File: src/rtl/spi_frame_sched_if.sv
// Bus bundle between the SPI frame scheduler, its payload source, the frame requester
// and the MISO shifter. The requester/source/shifter side uses the master modport.
interface spi_frame_sched_if #(
    parameter int LEN_W = 16
);
    logic             frame_start;
    logic [LEN_W-1:0] frame_len;
    logic [7:0]       src_data;
    logic             src_valid;
    logic             src_ready;
    logic             cs_n;
    logic [2:0]       shift_bit;
    logic [7:0]       tx_data;
    logic             tx_valid;
    logic             busy;
    logic             frame_done;
    logic             underrun;
    logic [LEN_W-1:0] bytes_sent;

    modport master (
        output frame_start, frame_len, src_data, src_valid, cs_n, shift_bit,
        input  src_ready, tx_data, tx_valid, busy, frame_done, underrun, bytes_sent
    );

    modport slave (
        input  frame_start, frame_len, src_data, src_valid, cs_n, shift_bit,
        output src_ready, tx_data, tx_valid, busy, frame_done, underrun, bytes_sent
    );
endinterface

File: src/rtl/spi_frame_sched.sv
// Frame sequencer for the SPI MISO shifter: header, 16-bit length, payload, checksum.
// Optional macro SPI_SCHED_CSUM_EN adds the trailing checksum byte.
module spi_frame_sched #(
    parameter logic [7:0] HDR_BYTE  = 8'hA5,
    parameter logic [7:0] FILL_BYTE = 8'h00,
    parameter int         LEN_W     = 16
) (
    input logic              sck,
    input logic              sys_rst,
    spi_frame_sched_if.slave bus
);

    localparam logic [2:0] IDLE    = 3'd0;
    localparam logic [2:0] HDR     = 3'd1;
    localparam logic [2:0] LEN_H   = 3'd2;
    localparam logic [2:0] LEN_L   = 3'd3;
    localparam logic [2:0] PAYLOAD = 3'd4;
    localparam logic [2:0] CSUM    = 3'd5;
    localparam logic [2:0] DONE    = 3'd6;

    logic [2:0]       state;
    logic [LEN_W-1:0] len_q;
    logic [LEN_W-1:0] fetch_cnt;
    logic [LEN_W-1:0] bytes_sent;
    logic [7:0]       buf_q;
    logic             buf_full;
    logic [7:0]       tx_data;
    logic             tx_valid;
    logic             busy;
    logic             frame_done;
    logic             underrun;
`ifdef SPI_SCHED_CSUM_EN
    logic [7:0]       csum;
`endif

    logic             byte_adv;
    logic             src_ready;
    logic             fetch;
    logic             accept;
    logic             last_payload;
    logic             load_payload;
    logic             load_fill;
    logic [7:0]       payload_byte;
    logic [15:0]      len_wire;

    assign len_wire     = 16'(len_q);
    assign byte_adv     = tx_valid & ~bus.cs_n & (bus.shift_bit == 3'd7);
    assign src_ready    = busy & (state < CSUM) & ~buf_full & (fetch_cnt < len_q);
    assign fetch        = bus.src_valid & src_ready;
    assign accept       = (state == IDLE) & bus.frame_start;
    assign last_payload = ((bytes_sent + LEN_W'(1)) == len_q);
    // A payload slot is loaded leaving LEN_L (non-empty frame) or after every non-final payload byte.
    assign load_payload = byte_adv & (((state == LEN_L) & (len_q != '0)) |
                                      ((state == PAYLOAD) & ~last_payload));
    assign load_fill    = load_payload & ~buf_full;
    assign payload_byte = buf_full ? buf_q : FILL_BYTE;

    assign bus.src_ready  = src_ready;
    assign bus.tx_data    = tx_data;
    assign bus.tx_valid   = tx_valid;
    assign bus.busy       = busy;
    assign bus.frame_done = frame_done;
    assign bus.underrun   = underrun;
    assign bus.bytes_sent = bytes_sent;

    // A fill consumes a source slot too, so the frame never carries more than len payload bytes.
    always_ff @(posedge sck) begin
        if (sys_rst) begin
            buf_q     <= 8'h00;
            buf_full  <= 1'b0;
            fetch_cnt <= '0;
        end else if (accept) begin
            buf_full  <= 1'b0;
            fetch_cnt <= '0;
        end else begin
            fetch_cnt <= fetch_cnt + LEN_W'(fetch) + LEN_W'(load_fill);
            if (fetch) begin
                buf_q    <= bus.src_data;
                buf_full <= 1'b1;
            end else if (load_payload) begin
                buf_full <= 1'b0;
            end
        end
    end

    always_ff @(posedge sck) begin
        if (sys_rst) begin
            state      <= IDLE;
            len_q      <= '0;
            tx_data    <= 8'h00;
            tx_valid   <= 1'b0;
            busy       <= 1'b0;
            frame_done <= 1'b0;
            underrun   <= 1'b0;
            bytes_sent <= '0;
`ifdef SPI_SCHED_CSUM_EN
            csum       <= 8'h00;
`endif
        end else begin
            frame_done <= 1'b0;
            if (load_fill) begin
                underrun <= 1'b1;
            end
            if (load_payload) begin
                tx_data <= payload_byte;
`ifdef SPI_SCHED_CSUM_EN
                csum    <= csum + payload_byte;
`endif
            end
            case (state)
                IDLE: begin
                    if (bus.frame_start) begin
                        state      <= HDR;
                        len_q      <= bus.frame_len;
                        tx_data    <= HDR_BYTE;
                        tx_valid   <= 1'b1;
                        busy       <= 1'b1;
                        bytes_sent <= '0;
                        underrun   <= 1'b0;
`ifdef SPI_SCHED_CSUM_EN
                        csum       <= 8'h00;
`endif
                    end
                end
                HDR: begin
                    if (byte_adv) begin
                        state   <= LEN_H;
                        tx_data <= len_wire[15:8];
                    end
                end
                LEN_H: begin
                    if (byte_adv) begin
                        state   <= LEN_L;
                        tx_data <= len_wire[7:0];
                    end
                end
                LEN_L: begin
                    if (byte_adv) begin
                        if (len_q != '0) begin
                            state <= PAYLOAD;
                        end else begin
`ifdef SPI_SCHED_CSUM_EN
                            state   <= CSUM;
                            tx_data <= 8'h00;
`else
                            state      <= DONE;
                            tx_data    <= 8'h00;
                            tx_valid   <= 1'b0;
                            frame_done <= 1'b1;
`endif
                        end
                    end
                end
                PAYLOAD: begin
                    if (byte_adv) begin
                        bytes_sent <= bytes_sent + LEN_W'(1);
                        if (last_payload) begin
`ifdef SPI_SCHED_CSUM_EN
                            state   <= CSUM;
                            tx_data <= csum;
`else
                            state      <= DONE;
                            tx_data    <= 8'h00;
                            tx_valid   <= 1'b0;
                            frame_done <= 1'b1;
`endif
                        end
                    end
                end
                CSUM: begin
                    if (byte_adv) begin
                        state      <= DONE;
                        tx_data    <= 8'h00;
                        tx_valid   <= 1'b0;
                        frame_done <= 1'b1;
                    end
                end
                DONE: begin
                    state <= IDLE;
                    busy  <= 1'b0;
                end
                default: begin
                    state    <= IDLE;
                    busy     <= 1'b0;
                    tx_valid <= 1'b0;
                end
            endcase
        end
    end

endmodule

File: src/flat_wrapper.sv
// flat-port wrapper written by rule: the top's interface ports become plain ports
module spi_frame_sched_flat 
#(
    parameter logic [7:0] HDR_BYTE  = 8'hA5,
    parameter logic [7:0] FILL_BYTE = 8'h00,
    parameter int         LEN_W     = 16
)
  (sck, sys_rst, bus_frame_start, bus_frame_len, bus_src_data, bus_src_valid, bus_cs_n, bus_shift_bit, bus_src_ready, bus_tx_data, bus_tx_valid, bus_busy, bus_frame_done, bus_underrun, bus_bytes_sent);
  spi_frame_sched_if #(.LEN_W(LEN_W)) bus_i ();
  input logic sck;
  input logic sys_rst;
  input wire logic [$bits(bus_i.frame_start)-1:0] bus_frame_start;
  input wire logic [$bits(bus_i.frame_len)-1:0] bus_frame_len;
  input wire logic [$bits(bus_i.src_data)-1:0] bus_src_data;
  input wire logic [$bits(bus_i.src_valid)-1:0] bus_src_valid;
  input wire logic [$bits(bus_i.cs_n)-1:0] bus_cs_n;
  input wire logic [$bits(bus_i.shift_bit)-1:0] bus_shift_bit;
  output wire logic [$bits(bus_i.src_ready)-1:0] bus_src_ready;
  output wire logic [$bits(bus_i.tx_data)-1:0] bus_tx_data;
  output wire logic [$bits(bus_i.tx_valid)-1:0] bus_tx_valid;
  output wire logic [$bits(bus_i.busy)-1:0] bus_busy;
  output wire logic [$bits(bus_i.frame_done)-1:0] bus_frame_done;
  output wire logic [$bits(bus_i.underrun)-1:0] bus_underrun;
  output wire logic [$bits(bus_i.bytes_sent)-1:0] bus_bytes_sent;
  assign bus_i.frame_start = bus_frame_start;
  assign bus_i.frame_len = bus_frame_len;
  assign bus_i.src_data = bus_src_data;
  assign bus_i.src_valid = bus_src_valid;
  assign bus_i.cs_n = bus_cs_n;
  assign bus_i.shift_bit = bus_shift_bit;
  assign bus_src_ready = bus_i.src_ready;
  assign bus_tx_data = bus_i.tx_data;
  assign bus_tx_valid = bus_i.tx_valid;
  assign bus_busy = bus_i.busy;
  assign bus_frame_done = bus_i.frame_done;
  assign bus_underrun = bus_i.underrun;
  assign bus_bytes_sent = bus_i.bytes_sent;
  spi_frame_sched #(.HDR_BYTE(HDR_BYTE), .FILL_BYTE(FILL_BYTE), .LEN_W(LEN_W)) u_core (.sck(sck), .sys_rst(sys_rst), .bus(bus_i));
endmodule
File: config.mk
export PLATFORM = sky130hd
export DESIGN_NAME = spi_frame_sched_flat
export DESIGN_NICKNAME = d
export VERILOG_FILES = /design/src/rtl/spi_frame_sched_if.sv /design/src/rtl/spi_frame_sched.sv /design/src/flat_wrapper.sv
export SDC_FILE = /design/constraint.sdc
export NUM_CORES = 1
export LEC_CHECK = 0
export CORE_MARGIN = 5
export CORE_UTILIZATION = 50
export CTS_BUF_LIST = sky130_fd_sc_hd__clkbuf_8
export DETAILED_ROUTE_END_ITERATION = 10
export MAX_ROUTING_LAYER = met4
export PLACE_DENSITY = 0.74
export RECOVER_POWER = 50
export SKIP_LAST_GASP = 1
export SLEW_MARGIN = 20
export SYNTH_ARGS = -nofsm -noshare
export SYNTH_HDL_FRONTEND = slang
export SYNTH_SLANG_ARGS = --single-unit
File: constraint.sdc
create_clock -name sck -period 8.1 [get_ports sck]
set_input_delay 1.62 -clock sck [delete_from_list [all_inputs] [get_ports sck]]
set_output_delay 1.62 -clock sck [all_outputs]
set_load 0.1 [all_outputs]
==> metrics <==
max-slew violations=0; Logic pwr share=16.2%; Syn. warnings=0; fin nets=645; Yosys cell types=68; drt total wl=11,500 µm; DR vias=4,099; status=finished, final reports clean; Die Span Y=104 µm; worst rel slew slack=33.8%; CTS resizes=0; reg2reg start=u_core.bus.bytes_sent[0]; worst hold path class=reg2reg; Worst setup EP type=primary output; num rows=34; WP data required=6.48 ns; io pins=61; Critical Path Start=u_core.len_q[9]; Initial Utilization=51.0%; Area growth syn-to-layout=18.1%; final setup vio count=0; worst-path maximum fanout=9; Port Buffers=60; worst reg2reg endpoint=u_core.fetch_cnt[13]; Max Fclk=199 MHz; post-synthesis register bit count=72; Post-synth EDFFs=0; worst reg2reg path depth=16; Synth Instances=554; Leak Pwr=1.91 nW; Mapped Area=4400 µm²; crit path to=bus_src_ready; Post-CTS Setup Bufs=0; Seq/Total Area, Yosys=32.7%; post-synthesis async set-or-reset flop share=0%; H-tree lvl count=3; Overflow after GRT=0; Sw Ratio=30.3%; first-pass GRT wire length=19,000 µm; R2R setup slack=3.77 ns; layout cell share with drive strength beyond 1=6.67%; WL/cell=16.2 µm; Setup Crit Path Kind=reg2out; initial drt markers=192; syn_nets=604; Via density=5.79; Worst EP arrival=3.40 ns; Hold Slack=0.480 ns; Final Cycle Share=62.0%; Peak VDD IR=0.0942 mV; setup_tns=0 ns; die width=104 µm; CTS tree=yes; cts bufs inserted=9; skew final=0.00899 ns; Core Region=8640 µm²; ANT nets after route=0; slowest CP cell=clkdlybuf4s50_1; Min Clock Period, post-route=5.02 ns; DIE AREA=10,800 µm²; ys flop type=dfxtp_1; final setup margin=3.08 ns; cell family with most CP delay=buffers and inverters; syn avg cell area=7.95 µm²; root buffer cell=clkbuf_8; Hold Fails Final Rpt=0; power share of the clock group=36.7%; worst path cell trace=inv_1, ha_1, a21o_1, a21o_1, a21oi_1, o2111ai_1, a21oi_1, clkdlybuf4s50_1; clk slew on worst S/H paths=0.08 ns; Max Cap Viol=0; Setup Slack @ Placement=3.28 ns; hold-fix buffers at CTS=0; vias in the first global route=3,905; Slew @ Worst Pin=0.990 ns; CTS Sinks=72; Max stage delay on crit path=1.20 ns; # DRC=0; final core occ=60.2%; Crit path depth=8; 1st-pass router iterations=5; largest net degree at the start of global routing=61; RSZ-0062 raised after global routing=false; DP HPWL=8320 µm; CP bufs+invs=2; clk buf depth=2; switching power total=0.246 mW; initial antenna violation count=0; Seq pwr share=47.0%; Power Density=156 nW/µm²; Final Cell Area=5200 µm²; Placement Cell Area=5020 µm²; number of diodes=0; Layout fillers=787; worst skew pair latency=0.36 ns; Internal Power=0.566 mW; gp weighted congestion=0.948; gr usage total=21.5%; crit path launch type=flip-flop
[cell usage in the layout (no fill, tap or decap), types with 3 or more instances in the layout]
master           instances
dfxtp_1                 72
nand2_1                 60
a21oi_1                 57
nor2_1                  47
clkdlybuf4s50_1         40
o21ai_0                 30
nand2b_1                24
inv_1                   22
dlygate4sd3_1           19
xor2_1                  17
ha_1                    17
xnor2_1                 15
nor2b_1                 14
nand3_1                 14
nor3_1                  10
clkbuf_8                10
nand4_1                  8
or3_1                    8
mux2i_1                  8
nor4_1                   7
a211oi_1                 7
a21o_1                   6
nand3b_1                 6
o21ai_1                  5
and4_1                   4
a31oi_1                  4
and3_1                   4
o211ai_1                 4
o22ai_1                  4
nand4b_1                 3
and2_1                   3
a22oi_1                  3
[cell usage after synthesis, types with 7 or more instances]
master	instances	area [µm²]
nor3_1	10	50.1
dfxtp_1	72	1440
a211oi_1	7	52.6
or3_1	8	50.1
ha_1	17	213
nor2b_1	14	87.6
nand3_1	14	70.1
nand2b_1	24	150
xor2_1	17	149
buf_2	7	35.0
xnor2_1	15	131
mux2i_1	8	80.1
a21oi_1	56	280
inv_1	22	82.6
nand2_1	60	225
nor2_1	47	176
nor4_1	7	43.8
nand4_1	8	50.1
clkbuf_1	22	82.6
o21ai_0	30	150
[worst register-to-register path, cell delays in order, from the launching register on]
cell and delay (ns):
dfxtp_1 0.55, ha_1 0.35, nand3_2 0.20, nor4_1 0.56, xnor2_1 0.20, nand2_1 0.11, nor3_2 0.05, and3_4 0.20
o21ai_0 0.31, nand3_1 0.15, fa_1 0.42, nor2b_1 0.22, and2_1 0.20, nor2b_1 0.30, nand3_1 0.14, xor2_1 0.17
nor2_1 0.06
[stage by stage]
stage               cells  total power [mW]
floorplan             554             0.480
global placement      692             0.521
detailed placement    692             0.523
CTS                   708             0.819
global route          708             0.845
finish                708             0.812
[power by group through the flow]
| stage | combinational (mW) | clock [mW] | sequential [mW] |
|---|---|---|---|
| detailed placement | 0.133 | 0 | 0.390 |
| floorplan | 0.0729 | 0 | 0.407 |
| finish | 0.132 | 0.298 | 0.382 |
| global route | 0.143 | 0.318 | 0.384 |
| global placement | 0.131 | 0 | 0.390 |
| CTS | 0.134 | 0.303 | 0.382 |
[registers in the layout, summed over array words and instances, names as in the netlist, 3 cells and up]
register               count
u_core.state               3
u_core.fetch_cnt          16
u_core.bus.bytes_sent     16
u_core.buf_q               8
u_core.bus.tx_data         8
u_core.len_q              16
[worst min path at each step]
stage / startpoint / endpoint / slack [ns] / cells after the start
2_1_floorplan: u_core.buf_q[0] / u_core.buf_q[0] / 0.45 / 2
3_3_place_gp: u_core.bus.underrun / u_core.bus.underrun / 0.46 / 2
3_5_place_dp: u_core.buf_q[3] / u_core.buf_q[3] / 0.46 / 2
4_1_cts: u_core.buf_q[3] / u_core.buf_q[3] / 0.48 / 2
5_1_grt: u_core.buf_q[3] / u_core.buf_q[3] / 0.50 / 2
6_report: u_core.buf_q[6] / u_core.buf_q[6] / 0.48 / 2
[metal layers]
metal	part of all wire [%]	GRT usage, %	wire length [µm]	up-vias
met5	0	-	0	-
met4	1.9	7.59	214	0
met1	45	27.2	5200	1932
met2	48	34.2	5560	113
li1	-	-	-	2033
met3	4.4	3.98	507	21
[area by class of cell]
| type | instances | area [µm²] | area share [%] |
|---|---|---|---|
| multi-input combinational | 427 | 2720 | 52.3 |
| clock buffer | 10 | 138 | 2.65 |
| clock inverter | 6 | 67.6 | 1.30 |
| sequential | 72 | 1440 | 27.7 |
| timing repair buffer | 62 | 611 | 11.7 |
| tap | 108 | 135 | 2.60 |
| inverter | 23 | 86.3 | 1.66 |
[cells by family (layout without fill, tap and decap cells)]
logic type	after synthesis	count (layout)	synth area share, %
and+or+nand+nor	230	230	28.5
muxes	9	9	2.08
xor gates and xnor gates	33	33	6.74
buffers and inverters	55	101	4.97
AOI/OAI and AO/OA	137	137	19.7
DFF	72	72	32.7
adders and majority gates	18	18	5.29
(Power assumes the default switching activity.)
==> RTL change, RTL diff (same flow settings) <==
`LEN_W` is set to 16 in 3 places; all go to 32.
--- a/src/rtl/spi_frame_sched_if.sv
+++ b/src/rtl/spi_frame_sched_if.sv
@@ -2,5 +2,5 @@
 // and the MISO shifter. The requester/source/shifter side uses the master modport.
 interface spi_frame_sched_if #(
-    parameter int LEN_W = 16
+    parameter int LEN_W = 32
 );
     logic             frame_start;
--- a/src/rtl/spi_frame_sched.sv
+++ b/src/rtl/spi_frame_sched.sv
@@ -4,5 +4,5 @@
     parameter logic [7:0] HDR_BYTE  = 8'hA5,
     parameter logic [7:0] FILL_BYTE = 8'h00,
-    parameter int         LEN_W     = 16
+    parameter int         LEN_W     = 32
 ) (
     input logic              sck,
--- a/src/flat_wrapper.sv
+++ b/src/flat_wrapper.sv
@@ -4,5 +4,5 @@
     parameter logic [7:0] HDR_BYTE  = 8'hA5,
     parameter logic [7:0] FILL_BYTE = 8'h00,
-    parameter int         LEN_W     = 16
+    parameter int         LEN_W     = 32
 )
   (sck, sys_rst, bus_frame_start, bus_frame_len, bus_src_data, bus_src_valid, bus_cs_n, bus_shift_bit, bus_src_ready, bus_tx_data, bus_tx_valid, bus_busy, bus_frame_done, bus_underrun, bus_bytes_sent);
Ports: changed (resized bus_bytes_sent and bus_frame_len); port bits go from 61 to 93. The function was not compared with the original's and may differ.
==> RTL change against the original RTL <==
The flow now finishes with violations (max-capacitance violations, max-slew violations); worst setup slack lost 0.86 ns; register-to-register slack worse by 1.5 ns; via count grew 82%; routed wire length increased by 92%; clock skew rose by 0.0071 ns; area after synthesis is 74% higher; power up 71%; design area is 72% higher; sequential cell count rose by 48; largest power group unchanged.
==> RTL change: results (changes against the original RTL) <==
status:
  outcome: "complete, but fails checks"  # was completed
  violations: "max-capacitance violations, max-slew violations"
cts:
  numCtsBuffers: 17  # was 9
finish:
  bufAreaShareNonClock_pct: 10.9  # was 11.7%
  fin_nets: 1147  # was 645
  nFlopsAndLatches: 120  # was 72
  num-fill-cells: 1426  # was 787
  instances_no_fill: 1266  # was 708
placement:
  place.gp.congestion: 0.913  # was 0.948
  placed_area_um2: 8550  # was 5020 µm²
  io_buffers: 92  # was 60
sta:
  fmax_ghz: 0.170  # was 0.199 GHz
  slew_headroom_pct: -17.1  # was 33.8%
  slew_violations: 111  # was 0
run:
  drv_cap: 3  # was 0
worst_setup_path:
  ff2ff_path_depth: 20  # was 16
  crit_end: "u_core.fetch_cnt[31]"  # was bus_src_ready
route:
  vias_per_cell: 5.90  # was 5.79
yosys:
  synth_cells: 1010  # was 554
  synth_common_cells: "nand2_1 (149), dfxtp_1 (120), a21oi_1 (100)"  # was dfxtp_1 (72), nand2_1 (60), a21oi_1 (56)
grt:
  grt_pass1_wl_um: 35500  # was 19,000 µm
power:
  clock_power_share_pct: 40.1  # was 36.7%
  p_leak_nw: 3.19  # was 1.91 nW
  p_total_w: 0.00139  # was 0.000812 W
min_path:
  worstHoldEndpoint: "u_core.buf_q[7]"  # was u_core.buf_q[6]
RTL change: changes by cell type after synthesis, moves of 20 or more:
cell      delta
nand2_1     +89
dfxtp_1     +48
a21oi_1     +44
nor2_1      +42
inv_1       +26
xnor2_1     +25
clkbuf_1    +22
nand4_1     +20
RTL change: per-layer routing:
layer / GRT usage [%] / wire (µm) / up-vias
li1: - / - / 3684
met3: 5.55 / 1520 / 58
met5: - / 0 / -
met4: 10.2 / 691 / 0
met2: 38.2 / 9840 / 300
met1: 33.3 / 10000 / 3433
RTL change: cell families (layout without fill, tap and decap cells):
family | Yosys count | count (layout) | synth area share [%]
simple gates | 433 | 433 | 28.2
compound gates | 227 | 227 | 18.3
flops | 120 | 120 | 31.3
buf+inv | 113 | 181 | 6.80
xor+xnor | 71 | 71 | 8.11
fa+ha+maj | 34 | 34 | 5.64
mux | 12 | 12 | 1.60
